$ cat src/rtl/i2c_reg_bank.sv
// i2c_reg_bank: system-clock register bank behind an SCL-clocked I2C peripheral.
// The first write byte loads the pointer, later bytes write registers; tx_byte follows reg[ptr].
module i2c_reg_bank #(
  parameter int         DEPTH     = 16,
  parameter logic [7:0] RESET_VAL = 8'h00,
  localparam int        AW        = $clog2(DEPTH)
) (
  input  logic               clk,
  input  logic               rst_n,
  input  logic [7:0]         rx_byte,
  input  logic               rw,
  input  logic               byte_evt_a,
  input  logic               xfer_active_a,
  output logic [7:0]         tx_byte,
  input  logic               lcl_we,
  input  logic [AW-1:0]      lcl_addr,
  input  logic [7:0]         lcl_data,
  output logic [DEPTH*8-1:0] regs_out,
  output logic               wr_pulse,
  output logic [AW-1:0]      wr_addr
);

  typedef enum logic [1:0] {
    IDLE,
    PTR,
    WDATA,
    RDATA
  } state_t;

  logic [2:0]    ev_s;
  logic [2:0]    ac_s;
  logic [1:0]    rw_s;
  logic [1:0]    vld;
  logic          armed;
  logic          evt;
  logic          start;
  logic          stop;

  state_t        state;
  state_t        state_d;
  logic [AW-1:0] ptr;
  logic          ptr_ld;
  logic          ptr_inc;
  logic          i2c_we;
  logic [7:0]    regs [DEPTH];

  // vld keeps armed off until the synchronisers hold real samples,
  // so the reset-zeroed pipeline is not mistaken for an idle bus.
  always_ff @(posedge clk) begin
    if (!rst_n) begin
      ev_s  <= '0;
      ac_s  <= '0;
      rw_s  <= '0;
      vld   <= '0;
      armed <= 1'b0;
      evt   <= 1'b0;
      start <= 1'b0;
      stop  <= 1'b0;
    end else begin
      ev_s  <= {ev_s[1:0], byte_evt_a};
      ac_s  <= {ac_s[1:0], xfer_active_a};
      rw_s  <= {rw_s[0], rw};
      vld   <= {vld[0], 1'b1};
      if (vld[1] && !ac_s[1])
        armed <= 1'b1;
      evt   <= ev_s[1] & ~ev_s[2];
      start <= ac_s[1] & ~ac_s[2];
      stop  <= ~ac_s[1] & ac_s[2];
    end
  end

  always_comb begin
    state_d = state;
    ptr_ld  = 1'b0;
    ptr_inc = 1'b0;
    i2c_we  = 1'b0;
    unique case (state)
      IDLE: begin
        if (start && armed)
          state_d = rw_s[1] ? RDATA : PTR;
      end
      PTR: begin
        if (evt) begin
          ptr_ld  = 1'b1;
          state_d = WDATA;
        end
      end
      WDATA: begin
        if (evt) begin
          i2c_we  = 1'b1;
          ptr_inc = 1'b1;
        end
      end
      RDATA: begin
        if (evt)
          ptr_inc = 1'b1;
      end
      default: state_d = IDLE;
    endcase
    if (stop)
      state_d = IDLE;
  end

  always_ff @(posedge clk) begin
    if (!rst_n) begin
      state    <= IDLE;
      ptr      <= '0;
      tx_byte  <= RESET_VAL;
      wr_pulse <= 1'b0;
      wr_addr  <= '0;
      for (int k = 0; k < DEPTH; k++)
        regs[k] <= RESET_VAL;
    end else begin
      state    <= state_d;
      wr_pulse <= i2c_we;
      tx_byte  <= regs[ptr];
      if (i2c_we)
        wr_addr <= ptr;
      if (ptr_ld)
        ptr <= rx_byte[AW-1:0];
      else if (ptr_inc)
        ptr <= ptr + 1'b1;
      // I2C write takes priority over a local write to the same register
      for (int k = 0; k < DEPTH; k++) begin
        if (i2c_we && ptr == AW'(k))
          regs[k] <= rx_byte;
        else if (lcl_we && lcl_addr == AW'(k))
          regs[k] <= lcl_data;
      end
    end
  end

  always_comb begin
    regs_out = '0;
    for (int k = 0; k < DEPTH; k++)
      regs_out[8*k +: 8] = regs[k];
  end

endmodule

$ cat config.mk
export PLATFORM = sky130hd
export DESIGN_NAME = i2c_reg_bank
export DESIGN_NICKNAME = d
export VERILOG_FILES = /design/src/rtl/i2c_reg_bank.sv
export SDC_FILE = /design/constraint.sdc
export NUM_CORES = 1
export LEC_CHECK = 0
export ABC_AREA = 0
export BUFFER_PORTS_ARGS = -buffer_cell sky130_fd_sc_hd__buf_4
export CAP_MARGIN = 25
export CELL_PAD_IN_SITES_DETAIL_PLACEMENT = 1
export CELL_PAD_IN_SITES_GLOBAL_PLACEMENT = 1
export CORE_UTILIZATION = 40
export CTS_CLUSTER_DIAMETER = 60
export DETAILED_ROUTE_END_ITERATION = 12
export PLACE_DENSITY = 0.78
export SLEW_MARGIN = 20
export SYNTH_ARGS = -nofsm -noshare
export SYNTH_HDL_FRONTEND = slang
export SYNTH_SLANG_ARGS = --single-unit
$ cat constraint.sdc
create_clock -name clk -period 2.5 [get_ports clk]
set_input_delay 0.25 -clock clk [delete_from_list [all_inputs] [get_ports clk]]
set_output_delay 0.25 -clock clk [all_outputs]
set_load 0.1 [all_outputs]
### Yosys cells after proc, flatten, opt, wreduce, memory -nomap -nowiden

Memory sizes are Yosys's and may differ from the RTL's. A register that Yosys moved wholly into a read port is not among the register bits.
Index checks and enable logic that the tools add are counted.

| operators by class | value |
|---|---|
| add/sub/neg operators | 1 |
| equality and inequality tests | 35 |
| mux-type cells | 156 |
| bitwise logic cells | 39 |
| reductions and logical operators | 44 |

Operators with widths:

| operator | count |
|---|---|
| $mux 8 | 32 |
| $mux 1 | 118 |
| $eq 4x4->1 const B | 16 |
| $logic_and 1x1->1 | 34 |
| $eq 4x3->1 const B | 8 |
| $or 1x1->1 | 32 |
| $eq 4x2->1 const B | 4 |
| $eq 4x1->1 const B | 2 |
| $logic_not 4->1 | 2 |
| $mux 4 | 2 |
| $mux 2 | 3 |
| $add 4x1->4 const B | 1 |
| $eq 2x2->1 const B | 2 |
| $ne 2x2->1 const B | 2 |
| $not 1->1 | 4 |
| $pmux 2 s2 | 1 |
| $reduce_bool 2->1 | 2 |
| $reduce_or 2->1 | 2 |
| $and 1x1->1 | 3 |
| $reduce_and 3->1 | 1 |
| $eq 2x1->1 const B | 1 |
| $logic_not 1->1 | 2 |
| $logic_not 2->1 | 1 |

| storage, ports and cells | value |
|---|---|
| register bits | 25 |
| RAM bits | 128 |
| bits of input ports | 26 |
| output and inout bits | 141 |
| logic and storage cells | 289 |
| memories | 1 |

Memories:

| name | words | width | rd ports | clocked after Yosys merged registers in | write ports | RTL line | RTL |
|---|---|---|---|---|---|---|---|
| regs | 16 | 8 | 17 | 1 | 16 | 45 | `logic [7:0] regs [DEPTH];` |

### Depth between registers and ports, before layout

Gate-level depths: netlist (run 1).

| logic depth | value |
|---|---|
| word-level depth | 8 |
| depth in mapped cells | 10 |
| depth with buffers taken out | 6 |

### Least setup slack after synthesis (run 1)

Ideal clock, no wire load.

| path | value |
|---|---|
| path kind | flip-flop to flip-flop |
| start point | register ptr[1] |
| end point | memory regs[0][0], enable pin |
| setup time | 0.328 ns |
| data arrival time | 2.227 ns |
| required time | 2.172 ns |
| path slack | -0.055 ns |
| cell stages (with the launch flop) | 10 |
| buffers on the path | 3 |
| clock period less this slack | 2.555 ns |
| path through | dfxtp_1 buf_2 buf_2 buf_2 inv_1 ha_1 nand2_1 nor2_4 nor4_4 or3_1 |

RTL lines:

| item | RTL line | RTL |
|---|---|---|
| from (decl) | 41 | `logic [AW-1:0] ptr;` |
| from (signal assigned) | 120 | `ptr <= rx_byte[AW-1:0];` |
| from (signal assigned) | 122 | `ptr <= ptr + 1'b1;` |
| to (decl) | 45 |  |

==> impl_metrics.yaml, run 1 <==
final_layout:
  nets: 774
  syn_to_final_growth_pct: 26.3
  post-route-util_pct: 52.1
  drive_gt1_share_pct: 43.2
  antenna_cells: 0
sta:
  fmax_mhz: 424
  rsz0062_at_grt: "no"
  slew_violations: 0
  finalSetupViolCount: 0
  worst_slew_margin_rel_pct: 32.0
  period_share_pct: 94.3
  setup_tns_ns: 0
  worstMarginPinSlew_ns: 1.01
  hold_violations: 0
  clock_skew_ns: 0.0154
  post-route-min-period_ns: 2.36
  finalWorstSetupSlack_ns: 0.143
global_routing:
  grt_pass1_wl_um: 40600
  overflow: 0
  antenna_found_initial: 0
  grt_use_total_pct: 27.7
  grt_pass1_vias: 6341
  grt_max_degree: 28
yosys:
  yosys.area_share.xor_xnor_pct: 0
  async_flop_share_pct: 0
  yosysWarnings: 0
  synth_cells: 585
  synthesis.area_um2: 8130
  synth_cell_types: 57
  syn_area_per_cell_um2: 13.9
  synthTopCellsByArea: "edfxtp_1 47%, mux4_2 8.9%, dfxtp_1 8.1%"
  synth.top_cell.area_share_pct: 47.3
  synthAdderAreaFrac_pct: 0.616
  synth_compound_area_share_pct: 11.4
  synthMuxAreaShare_pct: 18.5
  synth_edf_count: 128
  syn-num-nets: 615
  ys_seq_elements: 161
  yosysMostFrequentCell: "edfxtp_1"
  synth_common_cells: "128 x edfxtp_1, 56 x a22o_1, 47 x mux2_2"
  synth_seq_area_share_pct: 55.4
  synth_top_family_by_area: "multiplexers"
  ys.flop_type: "edfxtp_1"
  netlist.top_cell.by_area: "edfxtp_1"
  synthSimpleGateAreaFrac_pct: 11.0
drt:
  drt_wl_total_um: 28100
  drt_iter0_markers: 578
  viasPerCell: 6.08
  wire_per_inst_um: 27.5
  ant_nets: 0
  vias: 6211
  post-route-drc-count: 0
  dr.pass1.iters: 6
clock_tree:
  post_cts_buffers: 0
  cts_resized: 0
  clk_pin_slew_ns: 0.07
  clockRootBuffer: "clkbuf_16"
  clk_latency_ns: 0.44
  cts_tree: "yes"
  postCtsHoldBufs: 0
  clock-sinks: 161
  clock_path_buffers: 2
  tritoncts.num_buffers: 17
  htree_levels: 4
floorplanning:
  die_x_um: 145
  row_count: 51
  core_um2: 19700
  dieArea_um2: 20900
  die-height_um: 145
  initial_utilization_pct: 41.2
  pin_count: 167
critical_path:
  required_ns: 2.80
  cp-end-kind: "register"
  critPathMaxFanout: 13
  cp_data_arrival_time_ns: 2.66
  crit_path_start_kind: "register"
  crit_type: "reg2reg"
placement:
  pre_cts_slack_ns: 0.223
  hpwl_um: 20800
  io_buffers: 166
  gp_congestion: 0.876
power_and_ir_drop:
  max-vdd-ir-drop_v: 0.000564
  power_density_nw_per_um2: 719
  leakagePower_nw: 3.85
job:
  cap_violations: 0
run_status:
  status: "completed"
hold_path:
  worstHoldPathType: "in2reg"
-- where the power goes --
part | leakage [nW] | internal (mW) | switching [mW]
Sequential | 1.56 | 3.04 | 0.102
Clock | 0.290 | 1.53 | 1.17
Combinational | 2.00 | 0.296 | 1.24
-- final timing paths --
| kind | from | end | slack, ns | cells after the start |
|---|---|---|---|---|
| worst max-delay path | ptr[2] | regs[1][3] | 0.14 | 4 |
| worst min-delay path | rw | rw_s[0] | 0.01 | 2 |
| worst max register to register | ptr[2] | regs[1][3] | 0.14 | 4 |
| worst min register to register | ev_s[2] | evt | 0.39 | 1 |
-- kinds of logic after synthesis --
| group | Yosys count |
|---|---|
| DFF | 161 |
| and+or+nand+nor | 149 |
| AOI/OAI and AO/OA | 113 |
| muxes | 104 |
| buffers and inverters | 54 |
| adders and majority gates | 4 |
-- sequential cells by signal, indices dropped and copies added (netlist names) --
register  flops
vld           2
ptr           4
evt           1
ac_s          3
wr_pulse      1
ev_s          3
stop          1
regs        128
start         1
armed         1
wr_addr       4
state         2
rw_s          2
tx_byte       8
-- area by class of cell --
class | instances | area (um^2)
clock buffers | 18 | 439
clock inverters | 14 | 165
fillers | 2000 | 9450
inverters | 6 | 22.5
multi-input cells | 370 | 3380
flip-flops and latches | 161 | 4510
well taps | 265 | 332
repair buffers | 188 | 1420
-- worst max-delay path, stage by stage, from the launching register on --
cell and delay (ns):
dfxtp_1 0.58, or4b_1 0.40, nor2_1 0.12, nor4_2 0.84, a22o_1 0.28
-- per-layer routing --
metal  vias up  track usage (%)  share of wire [%]
met5         -                0                  0
met4         0             12.1                3.5
met3        64             5.99                7.3
li1       2620                -                  -
met1      3188             33.5                 38
met2       339             47.4                 51
-- placed cells by master, fill, tap and decap left out, types with 2 or more instances in the layout --
cell,count
nand3_1,16
or2_2,2
a22o_1,56
nor3_1,8
inv_1,6
mux4_2,32
nor3_2,4
nor2b_1,5
o22ai_1,2
inv_8,3
ha_1,4
a21oi_1,13
bufinv_16,2
mux2i_1,24
a211oi_4,2
dfxtp_1,32
buf_2,2
inv_6,5
o21ai_0,13
mux2_2,47
o221ai_1,3
nand2_1,15
and2_1,16
nor3_4,2
and3_1,4
buf_4,185
nor2_4,2
or3_4,2
clkbuf_16,17
edfxtp_1,128
nand3_2,4
nand2b_1,5
clkinvlp_4,3
a22oi_1,16
a311oi_4,2
nor2_1,42
nand3b_1,6
-- stage by stage --
stage / hold WS, ns / instances / total power, mW / instance area (um^2)
detailed placement: 0.375 / 988 / 4.73 / 9650
finish: 0.0137 / 1022 / 7.38 / 10300
floorplan: 0.278 / 585 / 4.32 / 8140
CTS: 0.00845 / 1020 / 7.39 / 10300
global placement: 0.374 / 988 / 4.70 / 9650
global route: 0.0148 / 1022 / 7.53 / 10300
(Power assumes the default switching activity.)
==> run 2: changes to the inputs <==
--- a/config.mk
+++ b/config.mk
@@ -6,6 +6,7 @@
 export NUM_CORES = 1
 export LEC_CHECK = 0
 export ABC_AREA = 0
+export ABC_CLOCK_PERIOD_IN_PS = 2500
 export BUFFER_PORTS_ARGS = -buffer_cell sky130_fd_sc_hd__buf_4
 export CAP_MARGIN = 25
 export CELL_PAD_IN_SITES_DETAIL_PLACEMENT = 1
==> constraint.sdc (replaced) <==
create_clock -name clk -period 2.5 [get_ports clk]
set_input_delay 0.125 -clock clk [delete_from_list [all_inputs] [get_ports clk]]
set_output_delay 0.125 -clock clk [all_outputs]
set_load 0.1 [all_outputs]
==> run 2 against run 1 <==
Against the previous run:
- final cell count did not move
- register-to-register slack improved by 0.04 ns
- first-iteration DRC count rose by 6.2%
- sequential share of layout area barely moved
- wire length rose by 1.3%
- combinational power barely moved
- die area did not move
- highest routed layer unchanged
- fmax rose by 1.9%
- clock power fell by 4%
- flip-flop and latch count did not move
- power fell by 1.2%
==> impl_metrics.yaml, run 2 (same netlist as run 1, synthesis figures left out) <==
floorplanning:
  row_count: 51
  die_x_um: 145
  dieArea_um2: 20900
  die-height_um: 145
  core_um2: 19700
  pin_count: 167
  initial_utilization_pct: 41.2
clock_tree:
  post_cts_buffers: 0
  htree_levels: 4
  cts_tree: "yes"
  tritoncts.num_buffers: 17
  clk_latency_ns: 0.44
  clock-sinks: 161
  clk_pin_slew_ns: 0.07
  clock_path_buffers: 2
  clockRootBuffer: "clkbuf_16"
power_and_ir_drop:
  power_density_nw_per_um2: 711
  max-vdd-ir-drop_v: 0.000540
  power.net_switching_mw: 2.45
  power.total_mw: 7.29
  p_int_mw: 4.84
  leakagePower_nw: 3.84
  seq_power_share_pct: 43.1
  p_comb_share_pct: 21.2
  pwr-share-clk_pct: 35.7
  swShare_pct: 33.7
final_layout:
  design_area_um2: 10300
  antenna_cells: 0
  fillerInstances: 1951
  final_common_cell: "buf_4"
  reg_top3: "regs: 128 flops, tx_byte: 8 flops"
  ff_latch_area_um2: 4510
  multi_input_area_um2: 3400
  nets: 774
  syn_to_final_growth_pct: 26.3
  largest_reg_flops: 128
  top_register: "regs"
  post-route-util_pct: 52.0
  drive_gt1_share_pct: 42.7
  final_cell_mix: "185 x buf_4, 128 x edfxtp_1, 56 x a22o_1"
global_routing:
  grt_max_degree: 45
  overflow: 0
  antenna_found_initial: 0
  grt_pass1_wl_um: 40500
  grt_pass1_vias: 6396
  grt_use_total_pct: 27.7
sta:
  clock_skew_ns: 0.00908
  post-route-min-period_ns: 2.31
  finalSetupViolCount: 0
  hold_violations: 0
  finalWorstSetupSlack_ns: 0.188
  setup_tns_ns: 0
  period_share_pct: 92.5
  worst_slew_margin_rel_pct: 40.9
  rsz0062_at_grt: "no"
  worstMarginPinSlew_ns: 0.883
  slew_violations: 0
  fmax_mhz: 432
critical_path:
  startpoint: "ptr[2]"
  ff2ff_setup_slack_ns: 0.19
  worst_r2r_startpoint: "ptr[2]"
  crit_type: "reg2reg"
  cp_data_arrival_time_ns: 2.44
  crit_family: "simple AND/OR/NAND/NOR gates"
  critPathMaxFanout: 13
  cp-end-kind: "register"
  required_ns: 2.63
  critPathBufInv: 0
  critical-path-max-stage-delay_ns: 0.68
  crit_chain: "or4b_4, nor2_2, nor3_4, or3_1"
  crit_slowest_cell: "or4b_4"
  crit_path_start_kind: "register"
drt:
  ant_nets: 0
  dr.pass1.iters: 5
  m1WireLength_um: 11100
  vias: 6310
  drt_wl_total_um: 28500
  viasPerCell: 6.17
  met2_length_um: 14400
  routed.top_layer: "met4"
  post-route-drc-count: 0
  wl_met3_um: 1960
  drt_iter0_markers: 614
  wire_per_inst_um: 27.9
placement:
  hpwl_um: 20600
  io_buffers: 166
  placement.cell_area_um2: 9630
  pre_cts_slack_ns: 0.176
  gp_congestion: 0.870
run_status:
  status: "completed"
hold_path:
  worstHoldPathType: "in2reg"
  worst_hold_startpoint: "rst_n"
job:
  cap_violations: 0
## run 2: what timing repair did
| action | 4_1_cts | 5_1_grt |
|---|---|---|
| setup endpoints to repair | 0 | 9 |
| hold buffers | 3 | 0 |
| hold endpoints to repair | 3 | 0 |
| resized for setup | 0 | 3 |
## run 2: path summary, 6_finish.rpt
check | to | cells after the start
hold / removal | vld[0] | 1
setup reg to reg | regs[2][0] | 4
hold reg to reg | evt | 1
setup / recovery | regs[2][0] | 4
## run 2: per-stage QoR
stage	hold WS, ns	std cells
after detailed placement	0.338	987
after global placement	0.335	987
after CTS	0.0316	1022
final	0.0504	1022
after floorplan	0.153	585
after global routing	0.0599	1022
## run 2: final cells by class
cell class	count	area share [%]
sequential	161	43.9
multi-input combinational	370	33.1
timing repair buffer	188	13.8
clock buffer	20	4.35
tap	265	3.23
clock inverter	12	1.30
inverter	6	0.220
## run 2: metal layers
metal / GRT usage, % / vias up
li1: - / 2627
met1: 33.8 / 3288
met2: 47.3 / 328
met3: 4.54 / 67
met4: 13.6 / 0
met5: 0 / -
## run 2: power by group through the flow
| stage | registers (mW) | logic (mW) | clock network [mW] |
|---|---|---|---|
| 2_1_floorplan | 4.08 | 0.242 | 0 |
| 3_3_place_gp | 3.19 | 1.51 | 0 |
| 3_5_place_dp | 3.20 | 1.53 | 0 |
| 4_1_cts | 3.14 | 1.54 | 2.61 |
| 5_1_grt | 3.15 | 1.57 | 2.71 |
| 6_report | 3.14 | 1.55 | 2.60 |
